--- config.mk ---
export PLATFORM = sky130hd
export DESIGN_NAME = memory_write
export DESIGN_NICKNAME = d
export VERILOG_FILES = /design/src/rtl/memory_pkg.sv /design/src/rtl/mem_addr_gen.sv /design/src/rtl/memory_write.sv
export SDC_FILE = /design/constraint.sdc
export NUM_CORES = 1
export LEC_CHECK = 0
export ABC_AREA = 1
export BUFFER_PORTS_ARGS = -buffer_cell sky130_fd_sc_hd__buf_4
export CAP_MARGIN = 0
export CORE_MARGIN = 3
export CORE_UTILIZATION = 34
export CTS_CLUSTER_SIZE = 30
export DETAILED_ROUTE_END_ITERATION = 7
export GPL_ROUTABILITY_DRIVEN = 1
export PLACE_DENSITY = 0.56
export SYNTH_ARGS = -nofsm -noshare
export SYNTH_HDL_FRONTEND = slang
export SYNTH_SLANG_ARGS = --single-unit
--- constraint.sdc ---
create_clock -name CLK -period 3.3 [get_ports CLK]
set_input_delay 0.66 -clock CLK [delete_from_list [all_inputs] [get_ports CLK]]
set_output_delay 0.66 -clock CLK [all_outputs]
set_load 0.02 [all_outputs]
--- src/rtl/memory_pkg.sv ---
// Definitions shared by the memory read and write units: request control
// bit positions, the handshake state encoding and the memory word width.
package memory_pkg;

  localparam int CTRL_OP    = 2;
  localparam int CTRL_MULTI = 1;
  localparam int CTRL_PIC   = 0;

  localparam int WORD_W = 16;

  typedef enum logic [1:0] {
    ST_IDLE  = 2'd0,
    ST_WRITE = 2'd1,
    ST_DONE  = 2'd2
  } mem_state_t;

endpackage

--- src/rtl/mem_addr_gen.sv ---
// Row/column to linear word address: row*IMG_WIDTH + col + offset,
// wrapped to the memory port address width.
module mem_addr_gen #(
  parameter int IMG_WIDTH  = 256,
  parameter int MEM_ADDR_W = 16
) (
  input  logic [15:0]           i_row,
  input  logic [15:0]           i_col,
  input  logic [1:0]            i_offset,
  output logic [MEM_ADDR_W-1:0] o_addr
);

  localparam logic [31:0] WIDTH_U = 32'(IMG_WIDTH);

  logic [31:0] w_sum;

  // Full 32-bit sum first; only the low MEM_ADDR_W bits reach the port.
  assign w_sum  = {16'd0, i_row} * WIDTH_U + {16'd0, i_col} + {30'd0, i_offset};
  assign o_addr = MEM_ADDR_W'(w_sum);

endmodule

--- src/rtl/memory_write.sv ---
// Write-side MEM-stage unit: latches a CPU write request and sequences one or
// three 16-bit beats into kernel/picture memory, then handshakes completion.
module memory_write
  import memory_pkg::*;
#(
  parameter int IMG_WIDTH  = 256,
  parameter int MEM_ADDR_W = 16
) (
  input  logic                  CLK,
  input  logic                  RESET,
  input  logic                  ENABLE,
  input  logic [2:0]            CTRL,
  input  logic [31:0]           ADDRESS,
  input  logic [47:0]           DATA,
  input  logic                  MEM_READY,
  output logic                  MEM_WE,
  output logic                  MEM_SEL,
  output logic [MEM_ADDR_W-1:0] MEM_ADDR,
  output logic [WORD_W-1:0]     MEM_WDATA,
  output logic                  HANDSHAKE,
  output logic                  BUSY
);

  mem_state_t            r_state, w_state;
  logic [15:0]           r_row, w_row;
  logic [15:0]           r_col, w_col;
  logic [47:0]           r_data, w_data;
  logic                  r_multi, w_multi;
  logic                  r_sel, w_sel;
  logic [1:0]            r_idx, w_idx;
  logic                  r_we, w_we;
  logic                  r_hs, w_hs;
  logic                  r_busy, w_busy;
  logic [MEM_ADDR_W-1:0] r_addr, w_addr;
  logic [WORD_W-1:0]     r_wdata, w_wdata;
  logic [1:0]            w_last_idx;

  mem_addr_gen #(
    .IMG_WIDTH (IMG_WIDTH),
    .MEM_ADDR_W(MEM_ADDR_W)
  ) u_addr_gen (
    .i_row   (w_row),
    .i_col   (w_col),
    .i_offset(w_idx),
    .o_addr  (w_addr)
  );

  assign w_last_idx = r_multi ? 2'd2 : 2'd0;

  always_comb begin
    w_state = r_state;
    w_row   = r_row;
    w_col   = r_col;
    w_data  = r_data;
    w_multi = r_multi;
    w_sel   = r_sel;
    w_idx   = r_idx;
    w_we    = r_we;
    w_hs    = 1'b0;
    unique case (r_state)
      ST_IDLE: begin
        if (ENABLE) begin
          w_row   = ADDRESS[31:16];
          w_col   = ADDRESS[15:0];
          w_data  = DATA;
          w_multi = CTRL[CTRL_MULTI];
          w_sel   = CTRL[CTRL_PIC];
          w_idx   = 2'd0;
          w_state = CTRL[CTRL_OP] ? ST_WRITE : ST_DONE;
        end
      end
      ST_WRITE: begin
        // First WRITE cycle only raises the strobe; beats advance on acceptance.
        if (!r_we) begin
          w_we  = 1'b1;
          w_idx = 2'd0;
        end else if (MEM_READY) begin
          if (r_idx == w_last_idx) begin
            w_we    = 1'b0;
            w_hs    = 1'b1;
            w_state = ST_DONE;
          end else begin
            w_idx = r_idx + 2'd1;
          end
        end
      end
      ST_DONE: begin
        w_hs = ENABLE;
        if (!ENABLE) w_state = ST_IDLE;
      end
      default: w_state = ST_IDLE;
    endcase
  end

  always_comb begin
    w_busy = (w_state == ST_WRITE);
    unique case (w_idx)
      2'd1:    w_wdata = w_data[31:16];
      2'd2:    w_wdata = w_data[47:32];
      default: w_wdata = w_data[15:0];
    endcase
  end

  always_ff @(posedge CLK or negedge RESET) begin
    if (!RESET) begin
      r_state <= ST_IDLE;
      r_row   <= '0;
      r_col   <= '0;
      r_data  <= '0;
      r_multi <= 1'b0;
      r_sel   <= 1'b0;
      r_idx   <= '0;
      r_we    <= 1'b0;
      r_hs    <= 1'b0;
      r_busy  <= 1'b0;
      r_addr  <= '0;
      r_wdata <= '0;
    end else begin
      r_state <= w_state;
      r_row   <= w_row;
      r_col   <= w_col;
      r_data  <= w_data;
      r_multi <= w_multi;
      r_sel   <= w_sel;
      r_idx   <= w_idx;
      r_we    <= w_we;
      r_hs    <= w_hs;
      r_busy  <= w_busy;
      if (w_we) begin
        r_addr  <= w_addr;
        r_wdata <= w_wdata;
      end
    end
  end

  assign MEM_WE    = r_we;
  assign MEM_SEL   = r_sel;
  assign MEM_ADDR  = r_addr;
  assign MEM_WDATA = r_wdata;
  assign HANDSHAKE = r_hs;
  assign BUSY      = r_busy;

endmodule

Word level (Yosys, flattened, before mapping). Cells that the tools add are included. W data, S select, Z words.

Shift operators: 0. Add/sub/neg operators: 3. Reductions and logical operators: 2. Equality and inequality tests: 6. Mux-type cells: 28. $lt $le $gt $ge: 0. Bitwise logic cells: 0. Divide/modulo/power cells: 0. $mul: 0.

Operators by type and width (count): $mux W48 (2); $mux W16 (4); $pmux W16 S2 (1); $mux W2 (11); $add A16 B16 Y16 (1); $add A16 B2 Y16 (1); $mux W1 (7); $eq A2 B1 Y1 const B (3); $pmux W2 S3 (1); $eq A2 B2 Y1 const B (2); $pmux W2 S2 (1); $add A2 B1 Y2 const B (1); $eq A2 B2 Y1 (1); $logic_not A2 Y1 (1); $pmux W1 S2 (1); $reduce_and A2 Y1 (1).

Input port bits: 87. Latch bits: 0. Output and inout port bits: 36. Flip-flop bits (word level): 121. Memories: 0. Logic and storage cells: 51. Bits in writable memories: 0. Bits in read-only memories: 0.

Depth between registers and ports, before layout.
Depth after elaboration: 8. Depth in mapped cells: 22. Mapped depth without buffers: 18.

Hierarchy. A second synthesis with hierarchy kept.

Cell total of the unflattened synthesis: 775. Area total of the unflattened synthesis: 6195.9 um2.

Modules (own cells, without submodules): memory_write (seq. area each 3027.9 um2, area an instance 5512.8 um2, times used 1, cells each 651); mem_addr_gen (seq. area each 0.0 um2, area an instance 683.2 um2, times used 1, cells each 124).

Least setup slack after synthesis. Ideal clock, no wire load.

Path type: register to register. From: register r_state[0]. To: register r_addr[14] (netlist: MEM_ADDR[14]). Path slack: 0.477 ns. Data arrival time: 2.706 ns. Cell stages (with the launch flop): 23. Period minus slack after synthesis: 2.823 ns. Cell sequence: dfrtp_1 inv_1 ha_1 buf_6 nand2_4 buf_6 buf_6 buf_6 o21ai_1 nand2_1 nand2_1 inv_1 ha_1 inv_1 fa_1 inv_1 nand3_4 nor2_4 nand2_1 nand2_1 nand2_1 nand3_1 nand2_1.

Elaborated cells on any way between the ends: 8.

RTL lines: start: declaration (line memory_write.sv:24) `mem_state_t r_state, w_state;`; start signal: assignment (line memory_write.sv:119) `r_state <= w_state;`; $eq A2 B1 Y1 or $logic_not A2 Y1 (tied branches) (line memory_write.sv:60) `unique case (r_state)`; $pmux W2 S2 (*) (line memory_write.sv:60); net u_addr_gen.i_offset[0] (line mem_addr_gen.sv:9) `input logic [1:0] i_offset,`; $add A16 B2 Y16 (*) (line mem_addr_gen.sv:18) `assign w_sum = {16'd0, i_row} * WIDTH_U + {16'd0, i_col} + {30'd0, i_offset};`; end signal: assignment (line memory_write.sv:130) `r_addr <= w_addr;`; end: declaration (line memory_write.sv:34) `logic [MEM_ADDR_W-1:0] r_addr, w_addr;`.

The timed path passes the listed nets; every way through them passes the cells marked *. A chain may end at the register's enable or synchronous reset.

Final worst setup path.
From: register r_state[0]. To: register r_addr[13] (netlist: MEM_ADDR[13]).

Word-level cells in the longest chain between the ends: 4. Elaborated cells on any way between the ends: 8.

Ends and longest elaborated chain: $logic_not A2 Y1 (line memory_write.sv:60); $mux W16 (line memory_write.sv:60); net u_addr_gen.i_col[12] (line mem_addr_gen.sv:8) `input logic [15:0] i_col,`; $add A16 B16 Y16 (line mem_addr_gen.sv:18); $add A16 B2 Y16 (line mem_addr_gen.sv:18).

The timed path passes the listed nets, and every way through them passes these cells.

==> run_results.csv <==
group,metric,value,unit
sta,finalMaxSlewViolations,0,
synth,synth_seq_cells,113,
synth,yosysSeqAreaShare,0.506,
final_layout,stdcell_area,0.00716,mm^2
synth,synthArstFlopShare,1.00,
place,dp_hpwl,10500,um
synth,yosysTopAreaCellShare,0.506,
synth,avgSynthCellArea,9.10,um^2
min_path,hp-class,"in2async",
power_and_ir_drop,leakagePower,3.51,nW
cts,cts_max_path_buffers,2,
place,port_buffers,114,
floorplanning,start_util,0.349,
sta,fmax,341,MHz
final_layout,drive_above_1_share,0.286,
final_layout,n_antenna_cell,0,
synth,ys_top_cells_by_area,"dfrtp_1, nand2_1, nand3_1",
global_routing,grt.total_usage,0.170,
synth,ys.flop_type,"dfrtp_1",
final_layout,fill_cells,1597,
power_and_ir_drop,finalPower,7.90,mW
sta,final_hold_viol_count,0,
sta,hold_ws,0.283,ns
sta,setup_violations,0,
synth,synth_cell_types,36,
critical_path,end_kind,"flip-flop",
critical_path,start_kind,"flip-flop",
sta,fin_skew,0.00705,ns
synth,netlist_area,0.00559,mm^2
detailed_routing,vias_per_cell,4.77,
power_and_ir_drop,cellPowerDensity,1100,mW/mm^2
cts,cts_made_buffers,17,
critical_path,cp.required,3.65,ns
global_routing,grt_pass1_vias,4777,
floorplanning,coreArea,0.0160,mm^2
global_routing,grt_pass1_wl,24300,um
cts,ctsHoldBuffers,0,
synth,yosys.area.top_type,"dfrtp_1",
final_layout,area.growth.synth_to_final,28.2,%
detailed_routing,wl_per_cell,15.7,um
job,cap_viol_max_count,0,
critical_path,critical_path.max_fanout,12,
sta,relSlewSlack,0.538,
floorplanning,rows,46,
place,gp_congestion,0.852,
floorplanning,die-area,0.0180,mm^2
floorplanning,die_width,134,um
cts,post-cts-setup-buffers,0,
detailed_routing,firstDrtPassIters,4,
sta,rsz0062_at_grt,"no",
status,status,"completed",
global_routing,grt_max_degree,64,
critical_path,critPathArrivalTime,3.28,ns
detailed_routing,routed_wirelength,14900,um
detailed_routing,drc,0,
power_and_ir_drop,vdd_drop_max,0.572,mV
synth,synth_nets,717,
synth,syn_inst,614,
detailed_routing,drtIter0Drc,282,
detailed_routing,antenna_left,0,
sta,min_period,2.94,ns
cts,cts_resized,0,
floorplanning,num_io_pins,123,
final_layout,nets,827,
cts,cts_sinks,113,
sta,finalSetupTns,0,ns
cts,clk_latency,0.41,ns
global_routing,antenna_found_initial,0,
sta,fin_crit_sh,0.890,
place,dpl_cell_area,0.00657,mm^2
synth,synthTopCellsByCount,"nand2_1, dfrtp_1, nand3_1",
sta,tightest_slew,0.692,ns
detailed_routing,num_vias,4549,
cts,clk_pin_slew,0.06,ns
critical_path,critPathKind,"reg2reg",
floorplanning,die_h,134,um
final_layout,fin_util,0.448,
cts,h-tree-depth,4,
cts,cts-root-buf,"clkbuf_16",
global_routing,grt.overflow.total,0,
cts,cts_tree,"yes",
synth,synth-edff-count,0,
synth,synth_most_common_cell,"nand2_1",
synth,ys.warnings.count,0,
worst paths after layout:
check | startpoint | endpoint | slack, ns | cells after the start
max | r_state[0] | MEM_ADDR[13] | 0.36 | 13
min | RESET | HANDSHAKE | 0.28 | 1
max reg2reg | r_state[0] | MEM_ADDR[13] | 0.36 | 13
min reg2reg | r_data[39] | r_data[39] | 0.47 | 2
max in group asynchronous | RESET | r_data[16] | 2.26 | 2
min in group CLK | r_data[39] | r_data[39] | 0.47 | 2
cell type report:
cell class	instances	area (um^2)	share of cell area
inverters	33	124	0.0173
well taps	216	270	0.0377
multi-input cells	437	2400	0.335
clock buffers	17	425	0.0594
repair buffers	122	941	0.131
clock inverters	15	171	0.0239
flip-flops and latches	113	2830	0.395
power breakdown:
part           switching (mW)  internal (mW)
logic                    2.29           1.43
clock network           0.709           1.13
registers               0.260           2.08
cells in the final DEF, fill, tap and decap left out, types with 2 or more instances in the layout:
cell type	n
buf_4	120
o21ai_0	7
mux2_2	27
nand3_2	2
xor2_1	4
inv_1	32
nor2_1	22
a21oi_1	42
o21ai_1	19
nand4_1	6
clkbuf_16	17
mux2_4	6
buf_12	2
nand2_2	10
a31oi_1	2
nand3_1	63
nand2_1	191
inv_6	6
nand3b_1	5
dfrtp_1	113
nor2_4	2
o21ai_2	2
clkinv_4	4
ha_1	14
nand2_4	2
bufinv_16	2
critical path, stage by stage, from the launching register on:
cell and delay, ns:
dfrtp_1 0.41, inv_1 0.10, ha_2 0.25, nand2_4 0.17
buf_4 0.23, mux2_2 0.37, ha_1 0.40, a21oi_1 0.24
o21ai_0 0.15, a21oi_1 0.20, o21ai_0 0.11, nand2_1 0.06
nand3_1 0.10, nand2_1 0.08
state kept, by name, summed over array words and instances (netlist names):
signal     flops
MEM_ADDR      16
r_col         16
MEM_WDATA     16
r_idx          2
r_state        2
r_data        48
BUSY           1
r_row          8
MEM_SEL        1
r_multi        1
HANDSHAKE      1
MEM_WE         1
metrics by stage:
step                      setup WS (ns)  std cells
after floorplan                   0.477        614
after global placement            0.380        921
after detailed placement          0.352        921
after CTS                         0.367        953
after global routing             0.0452        953
final                             0.364        953
metal layers:
layer	share of wire	vias to the layer above	track usage
li1	-	2234	-
met5	0	-	0
met4	0.016	0	0.0532
met3	0.056	16	0.0480
met2	0.50	133	0.294
met1	0.43	2166	0.207
logic make-up (layout without fill, tap and decap cells):
group / Yosys count / in the layout / share of synthesized area
AND/OR/NAND/NOR: 307 / 307 / 0.242
flip-flops: 113 / 113 / 0.506
AO/OA/AOI/OAI: 76 / 76 / 0.0719
buffers and inverters: 64 / 187 / 0.0643
multiplexers: 33 / 33 / 0.0705
adder cells (fa/ha/maj): 16 / 16 / 0.0372
XOR/XNOR: 5 / 5 / 0.00784
No activity file was read; power rests on OpenSTA's default activity.
